<file path="src/rtl/ecube_route_if.sv">
// ecube_route_if: valid/ready bundle between the XOR stage, the e-cube route stage and the five output channels.
//   master: drives in_valid/in_xor/in_data and out_ready; observes in_ready, out_valid, out_data, out_xor_rem, fifo_count
//   slave : the route stage itself (opposite directions)
interface ecube_route_if #(
   parameter int DATA_W = 8,
   parameter int DEPTH  = 4
);
   localparam int PTR_W = $clog2(DEPTH);
   logic              in_valid;
   logic              in_ready;
   logic [3:0]        in_xor;
   logic [DATA_W-1:0] in_data;
   logic [4:0]        out_valid;
   logic [4:0]        out_ready;
   logic [DATA_W-1:0] out_data;
   logic [3:0]        out_xor_rem;
   logic [PTR_W:0]    fifo_count;
   modport master (
      output in_valid, in_xor, in_data, out_ready,
      input  in_ready, out_valid, out_data, out_xor_rem, fifo_count
   );
   modport slave (
      input  in_valid, in_xor, in_data, out_ready,
      output in_ready, out_valid, out_data, out_xor_rem, fifo_count
   );
endinterface

</file>
<file path="src/rtl/ecube_route_stage.sv">
// ecube_route_stage: FIFO-buffered e-cube output selector for a 16-node hypercube router.
//   clk      : rising-edge clock
//   rst_n    : asynchronous active-low reset (empties the FIFO)
//   rt       : ecube_route_if.slave -- input flit + XOR vector, five one-hot output channels, occupancy
//   Optional (macro ECUBE_ROUTE_STATS_EN):
//     stat_clr : synchronous clear of the per-port pop counters
//     stat_cnt : five saturating 16-bit pop counters, port p at [16p+15:16p]
module ecube_route_stage #(
   parameter int  DATA_W = 8,
   parameter int  DEPTH  = 4,
   localparam int PTR_W  = $clog2(DEPTH)
) (
   input logic          clk,
   input logic          rst_n,
   ecube_route_if.slave rt
`ifdef ECUBE_ROUTE_STATS_EN
   ,
   input  logic         stat_clr,
   output logic [79:0]  stat_cnt
`endif
);
   localparam logic [PTR_W:0] FULL = (PTR_W+1)'(DEPTH);
   logic [DATA_W+3:0] mem_q [DEPTH];
   logic [PTR_W-1:0]  wr_ptr_q, wr_ptr_d, rd_ptr_q, rd_ptr_d;
   logic [PTR_W:0]    count_q, count_d;
   logic [3:0]        head_xor;
   logic [DATA_W-1:0] head_data;
   logic [4:0]        sel;
   logic              non_empty, push, pop;
   always_comb begin
      {head_xor, head_data} = mem_q[rd_ptr_q];
      non_empty      = count_q != '0;
      // x & -x isolates the lowest set bit, which is the e-cube dimension
      sel            = head_xor == 4'd0 ? 5'b10000 : {1'b0, head_xor & (~head_xor + 4'd1)};
      rt.in_ready    = count_q != FULL;
      rt.out_valid   = non_empty ? sel : 5'd0;
      rt.out_data    = non_empty ? head_data : '0;
      rt.out_xor_rem = non_empty ? head_xor & ~sel[3:0] : 4'd0;
      rt.fifo_count  = count_q;
      push           = rt.in_valid & rt.in_ready;
      pop            = |(rt.out_valid & rt.out_ready);
      wr_ptr_d       = push ? wr_ptr_q + 1'b1 : wr_ptr_q;
      rd_ptr_d       = pop ? rd_ptr_q + 1'b1 : rd_ptr_q;
      count_d        = (push && !pop) ? count_q + 1'b1 : (pop && !push) ? count_q - 1'b1 : count_q;
   end
   // Payload storage needs no reset: every output is gated by the occupancy count
   always_ff @(posedge clk)
      if (push) mem_q[wr_ptr_q] <= {rt.in_xor, rt.in_data};
   always_ff @(posedge clk or negedge rst_n)
      if (!rst_n) begin
         wr_ptr_q <= '0;
         rd_ptr_q <= '0;
         count_q  <= '0;
      end else begin
         wr_ptr_q <= wr_ptr_d;
         rd_ptr_q <= rd_ptr_d;
         count_q  <= count_d;
      end
`ifdef ECUBE_ROUTE_STATS_EN
   for (genvar p = 0; p < 5; p++) begin : g_stat
      logic [15:0] cnt_q, cnt_d;
      always_comb
         cnt_d = stat_clr ? 16'd0 :
                 (rt.out_valid[p] && rt.out_ready[p] && cnt_q != 16'hFFFF) ? cnt_q + 16'd1 : cnt_q;
      always_ff @(posedge clk or negedge rst_n)
         if (!rst_n) cnt_q <= 16'd0;
         else        cnt_q <= cnt_d;
      assign stat_cnt[16*p +: 16] = cnt_q;
   end
`endif
endmodule

</file>
<file path="src/flat_wrapper.sv">
// flat-port wrapper written by rule: the top's interface ports become plain ports
module ecube_route_stage_flat 
#(
   parameter int  DATA_W = 8,
   parameter int  DEPTH  = 4,
   localparam int PTR_W  = $clog2(DEPTH)
)
  (clk, rst_n, rt_in_valid, rt_in_xor, rt_in_data, rt_out_ready, rt_in_ready, rt_out_valid, rt_out_data, rt_out_xor_rem, rt_fifo_count);
  ecube_route_if #(.DATA_W(DATA_W), .DEPTH(DEPTH)) rt_i ();
  input logic clk;
  input logic rst_n;
  input wire logic [$bits(rt_i.in_valid)-1:0] rt_in_valid;
  input wire logic [$bits(rt_i.in_xor)-1:0] rt_in_xor;
  input wire logic [$bits(rt_i.in_data)-1:0] rt_in_data;
  input wire logic [$bits(rt_i.out_ready)-1:0] rt_out_ready;
  output wire logic [$bits(rt_i.in_ready)-1:0] rt_in_ready;
  output wire logic [$bits(rt_i.out_valid)-1:0] rt_out_valid;
  output wire logic [$bits(rt_i.out_data)-1:0] rt_out_data;
  output wire logic [$bits(rt_i.out_xor_rem)-1:0] rt_out_xor_rem;
  output wire logic [$bits(rt_i.fifo_count)-1:0] rt_fifo_count;
  assign rt_i.in_valid = rt_in_valid;
  assign rt_i.in_xor = rt_in_xor;
  assign rt_i.in_data = rt_in_data;
  assign rt_i.out_ready = rt_out_ready;
  assign rt_in_ready = rt_i.in_ready;
  assign rt_out_valid = rt_i.out_valid;
  assign rt_out_data = rt_i.out_data;
  assign rt_out_xor_rem = rt_i.out_xor_rem;
  assign rt_fifo_count = rt_i.fifo_count;
  ecube_route_stage #(.DATA_W(DATA_W), .DEPTH(DEPTH)) u_core (.clk(clk), .rst_n(rst_n), .rt(rt_i));
endmodule
</file>
<file path="config.mk">
export PLATFORM = sky130hd
export DESIGN_NAME = ecube_route_stage_flat
export DESIGN_NICKNAME = d
export VERILOG_FILES = /design/src/rtl/ecube_route_if.sv /design/src/rtl/ecube_route_stage.sv /design/src/flat_wrapper.sv
export SDC_FILE = /design/constraint.sdc
export NUM_CORES = 1
export LEC_CHECK = 0
export CORE_UTILIZATION = 55
export CTS_CLUSTER_SIZE = 25
export DETAILED_ROUTE_END_ITERATION = 10
export DONT_BUFFER_PORTS = 1
export GPL_TIMING_DRIVEN = 0
export PLACE_DENSITY = 0.67
export RECOVER_POWER = 100
export REMOVE_ABC_BUFFERS = 1
export SLEW_MARGIN = 20
export SYNTH_ARGS = -nofsm -noshare
export SYNTH_HDL_FRONTEND = slang
export SYNTH_SLANG_ARGS = --single-unit
</file>
<file path="constraint.sdc">
create_clock -name clk -period 3.6 [get_ports clk]
set_input_delay 0.72 -clock clk [delete_from_list [all_inputs] [get_ports clk]]
set_output_delay 0.72 -clock clk [all_outputs]
set_load 0.005 [all_outputs]
</file>
==> metrics.txt, run 1 <==
Die W=67.7 um; Total Wirelength=3810 um; final antenna-violating net count=0; initial antenna violation count=0; worst reg-to-reg path cell count=8; largest net degree at the start of global routing=18; Clock Power Share=between 15 and 20%; R2R setup slack=about 0.24 ns; Syn-to-layout area delta=4.84%; Worst EP required=~3.8 ns; Clock Tree Buf Depth=2; DRT iter0 DRCs=108; IO buf count=0; clk_skew=about 0.004 ns; worst hold path type=in -> async; register bit count reported by yosys=55; total congestion overflow=0; Gate power share=35.0%; sequential-to-total area share from yosys stat=roughly 70%; drt drc=0; RSZ-0062 raised after global routing=no; Final Wtd Congestion=0.678; prevailing post-synth register cell=edfxtp_1; CTS tree=built; core area=4090 um^2; row count=23; DR vias=1116; DRT Pass-1 Iters=4; Sw Share=34.4%; TritonCTS Buffers=5; Post-Syn Area=between 2000 and 2500 um^2; synth top area cells=edfxtp_1, mux4_2, dfrtp_1, and2_1, ha_1; CP max FO=16; Worst EP arrival=between 3 and 4 ns; Worst Setup SP=u_core.rd_ptr_q[0]; Final Core Density=slightly above 60%; num ports=41; Ys Warns=0; post-DP HPWL=2590 um; post-synth top area share=60.7%; total power=2.07 mW; clk_lat worst skew=0.30 ns; Ant. Diodes=0; P_sw=a little over 0.7 mW; Avg WL per Cell=20.1 um; Worst Setup End Kind=flip-flop; status=finished, final reports clean; worst setup margin=between 0.2 and 0.25 ns; Async SR Flop Fraction=12.7%; Max Freq=0.298 GHz; DP Worst Slack=-0.0442 ns; Chip Height=67.7 um; EDFF count, synth=48; Clock H-tree levels=2; crit path kind=reg -> reg; # setup viols final=0; Syn Inst Count=136; Starting Density=58.1%; pwr dens=a little over 800 nW/um^2; sequential power share=49.2%; Synth area leader=edfxtp_1; Int Power=1.35 mW; clock root buffer=clkbuf_8; first-pass GRT wire length=5840 um; clock net sink count=55; Die Area=4590 um^2; reg2reg start=u_core.rd_ptr_q[0]; vias in the first global route=1154; max-slew headroom at the worst pin=a little under three fifths; Final nets=164; Leak=0.847 nW; most frequent cell after synthesis=edfxtp_1; distinct cell type count after synthesis=33; Global Route Usage Sum=19.0%; max_cap viols=0; worst slew pin tran=~0.66 ns; Final Cycle Share=93.3%; fraction of layout cells with a size suffix above 1=between 10% and 20%; Avg Vias per Cell=5.90; min Tclk post-route=3.36 ns; Final Hold Vio Count=0; Clock transition at path regs=0.09 ns; Post-synth top cells=edfxtp_1, mux4_2, and2_1; max-slew violation count=0; Setup crit start kind=flip-flop; hold buffers post-CTS=0; Peak VDD IR=between 300 and 400 uV; post-synthesis average cell area=17.5 um^2; Crit Reg-Reg Endpoint=u_core.rt.fifo_count[1]
state kept, by name, summed over array words and instances (netlist names):
signal,count
u_core.mem_q,48
u_core.rd_ptr_q,2
u_core.rt.fifo_count,3
u_core.wr_ptr_q,2
cells by family (layout without fill, tap and decap cells):
| kind of cell | count (synthesis) | after routing | synth area share (%) |
|---|---|---|---|
| compound gates | 6 | 6 | 1.90 |
| flops | 55 | 55 | 68.0 |
| simple gates | 37 | 37 | 9.06 |
| buf+inv | 9 | 12 | 2.05 |
| xor+xnor | 6 | 6 | 2.21 |
| mux | 16 | 16 | 13.1 |
| fa+ha+maj | 6 | 6 | 3.48 |
| other cells | 1 | 1 | 0.158 |
power by group through the flow:
stage                     Combinational (mW)  Sequential, mW  Clock [mW]
final                                  0.722            1.02       0.327
after global routing                   0.811            1.05       0.358
after CTS                              0.750            1.02       0.335
after detailed placement               0.751            1.04           0
after global placement                 0.724            1.02           0
after floorplan                        0.618           0.984           0
critical path, stage by stage, from the launching register on:
cell and delay, ns:
dfrtp_2 0.72, mux4_2 0.66, or4_1 0.64, nor2_4 0.18
nor2_2 0.07, ha_1 0.23, inv_1 0.07, fa_1 0.41
mux2_2 0.27
per-layer routing:
layer  wire (um)  track usage [%]  up-vias
li1            -                -      518
met1        1550             23.0      565
met2        1980             29.8       29
met3         235             8.11        4
met4          45             7.71        0
met5           0                0        -
through the flow:
stage | cells | cell area, um^2 | hold slack [ns] | TNS, ns
floorplan | 131 | 2340 | 0.424 | 0
global placement | 181 | 2400 | 0.425 | 0
detailed placement | 181 | 2400 | 0.425 | -0.0442
CTS | 189 | 2490 | 0.0869 | 0
global route | 189 | 2490 | 0.0771 | 0
finish | 189 | 2490 | 0.0978 | 0
placed cells by master, fill, tap and decap left out, types with 2 or more instances in the layout:
cell	n
mux4_2	12
dfrtp_1	6
ha_1	5
xnor2_1	4
and3_1	5
clkbuf_8	5
and2_0	9
mux2i_1	3
nor2_1	7
inv_1	4
xor2_1	2
nor3_1	2
nand2_1	4
edfxtp_1	48
how the worst max path moves through the flow:
stage / endpoint / cells after the start
after CTS: u_core.rt.fifo_count[1] / 8
after global routing: u_core.rt.fifo_count[1] / 8
final: u_core.rt.fifo_count[1] / 8
after detailed placement: u_core.rt.fifo_count[1] / 8
after floorplan: u_core.rt.fifo_count[1] / 8
after global placement: u_core.rt.fifo_count[1] / 8
repair_timing:
action                     4_1_cts  5_1_grt
setup endpoints to repair        1        0
setup buffers                    0        0
gates resized for setup          1        0
area by class of cell:
| type | instances | area, um^2 |
|---|---|---|
| tap | 50 | 62.6 |
| inverter | 4 | 15.0 |
| fill | 291 | 1600 |
| multi-input combinational | 72 | 707 |
| sequential | 55 | 1620 |
| clock inverter | 3 | 20.0 |
| clock buffer | 5 | 68.8 |
(Power assumes the default switching activity.)
==> inputs of run 2 (changes only) <==
--- a/config.mk
+++ b/config.mk
@@ -13,6 +13,7 @@
 export PLACE_DENSITY = 0.67
 export RECOVER_POWER = 100
 export REMOVE_ABC_BUFFERS = 1
+export SETUP_SLACK_MARGIN = 0.4
 export SLEW_MARGIN = 20
 export SYNTH_ARGS = -nofsm -noshare
 export SYNTH_HDL_FRONTEND = slang
==> run 2 against run 1 <==
Register-to-register slack gained 0.16 ns. Critical path depth stayed put. First-iteration DRC count grew 3.7%. Die area unchanged. Sequential power fell by 4%. Maximum frequency up 5.0%. Sequential share of layout area fell by 0.64 points. Power is 1.9% higher. Hold slack got worse by 0.0013 ns. Combinational power increased by 10%. Via count grew 0.99%. Cell count increased by 1.6%. Highest routed layer unchanged.
==> metrics.txt, run 2 (synthesized netlist as in run 1, its figures left out) <==
status=finished, final reports clean; post-DP HPWL=approximately 2600 um; max-slew headroom at the worst pin=54.8%; Total Wirelength=3850 um; Final Cycle Share=between 80% and 90%; clock root buffer=clkbuf_8; Die Area=4590 um^2; Final Hold Vio Count=0; Ant. Diodes=0; most frequent cells in the layout=edfxtp_1, mux4_2, and2_0, nor2_1, dfrtp_1; CP max FO=15; sequential power share=46.7%; Leak=0.863 nW; Largest Register=u_core.mem_q; # setup viols final=0; most common cell after layout, fill and taps aside=edfxtp_1; initial antenna violation count=0; vias in the first global route=~1200; Crit Reg-Reg Endpoint=u_core.rt.fifo_count[1]; min Tclk post-route=roughly 3.2 ns; largest net degree at the start of global routing=18; first-pass GRT wire length=5890 um; clk_skew=approximately 0.0045 ns; max_cap viols=0; max-slew violation count=0; num ports=41; Worst Setup End Kind=flip-flop; clock net sink count=55; Final nets=167; Final TNS setup=0 ns; Clock transition at path regs=0.09 ns; DR vias=1127; IO buf count=0; Worst EP arrival=3.39 ns; R2R setup slack=~0.40 ns; Setup crit start kind=flip-flop; Clock Tree Buf Depth=2; CTS tree=built; worst hold path type=in -> async; worst reg-to-reg path cell count=8; RSZ-0062 raised after global routing=no; Avg WL per Cell=roughly 20 um; crit path kind=reg -> reg; pwr dens=835 nW/um^2; final antenna-violating net count=0; Gate power share=a little under two fifths; drt drc=0; Die W=67.7 um; Final Wtd Congestion=0.678; max reg flops=48; Avg Vias per Cell=5.87; Clock Power Share=15.6%; Clock H-tree levels=2; fill count=about 290; clk_lat worst skew=0.30 ns; Syn-to-layout area delta=6.06%; total power=2.10 mW; Int Power=1.39 mW; worst slew pin tran=0.678 ns; Peak VDD IR=387 uV; hold buffers post-CTS=0; row count=23; TritonCTS Buffers=5; Starting Density=between 50% and 60%; DRT Pass-1 Iters=4; DRT iter0 DRCs=112; total congestion overflow=0; Sw Share=34.2%; Chip Height=67.7 um; P_sw=~0.72 mW; reg2reg start=u_core.rd_ptr_q[1]; Max Freq=between 0.3 and 0.4 GHz; Global Route Usage Sum=19.2%; core area=4090 um^2; fraction of layout cells with a size suffix above 1=20.4%; Worst EP required=3.80 ns
==> run 2: changes by cell type in the layout (fill, tap and decap cells not counted), sizes merged <==
cell	delta
buf	+3
==> run 2: power by group through the flow <==
stage	registers, mW	clock network [mW]	logic [mW]
global route	1.00	0.358	0.893
global placement	1.02	0	0.724
detailed placement	1.04	0	0.751
CTS	0.985	0.335	0.819
finish	0.982	0.328	0.795
floorplan	0.984	0	0.618
==> run 2: layer usage <==
| metal | vias to the layer above | track usage (%) | wire length [um] |
|---|---|---|---|
| met1 | 568 | 23.5 | 1580 |
| met5 | - | 0 | 0 |
| met2 | 31 | 30.0 | 1980 |
| met3 | 4 | 8.11 | 239 |
| met4 | 0 | 7.71 | 45 |
| li1 | 524 | - | - |
==> run 2: worst max path at each step <==
| stage | from | endpoint | slack, ns | cells after the start |
|---|---|---|---|---|
| floorplan | u_core.rd_ptr_q[0] | u_core.rt.fifo_count[1] | 0.31 | 8 |
| global placement | u_core.rd_ptr_q[0] | u_core.rt.fifo_count[1] | 0.04 | 8 |
| detailed placement | u_core.rd_ptr_q[0] | u_core.rt.fifo_count[1] | -0.04 | 8 |
| CTS | u_core.rd_ptr_q[1] | u_core.rt.fifo_count[1] | 0.62 | 8 |
| global route | u_core.rd_ptr_q[1] | u_core.rt.fifo_count[1] | 0.28 | 8 |
| finish | u_core.rd_ptr_q[1] | u_core.rt.fifo_count[1] | 0.40 | 8 |
==> run 2: layout make-up <==
| class | instances | area, um^2 | area share, % |
|---|---|---|---|
| Sequential cell | 55 | 1620 | 64.3 |
| Multi-Input combinational cell | 72 | 711 | 28.2 |
| Clock buffer | 5 | 68.8 | 2.73 |
| Tap cell | 50 | 62.6 | 2.48 |
| Timing Repair Buffer | 3 | 22.5 | 0.894 |
| Clock inverter | 3 | 20.0 | 0.794 |
| Inverter | 4 | 15.0 | 0.596 |
==> run 2: critical path, cell delays in order (launching register included) <==
cell	delay, ns
dfrtp_1	0.79
mux4_2	0.49
or4_4	0.60
nor2_4	0.16
nor2_2	0.07
ha_1	0.23
inv_1	0.07
fa_1	0.41
mux2_2	0.27
==> run 2: timing repair <==
item                                    4_1_cts  5_1_grt
setup buffers                                 3        0
endpoints found under the setup margin        7        0
hold endpoints to repair                      0        0
gates resized for setup                       3        0
==> run 2: per-stage QoR <==
step	setup slack [ns]	instances	instance area (um^2)	hold slack, ns	util [%]
after detailed placement	-0.0442	181	2400	0.425	58.8
after CTS	0.617	192	2520	0.0869	61.7
after global placement	0.0362	181	2400	0.425	58.8
after floorplan	0.314	131	2340	0.424	-
final	0.402	192	2520	0.0964	61.7
after global routing	0.279	192	2520	0.0771	61.7
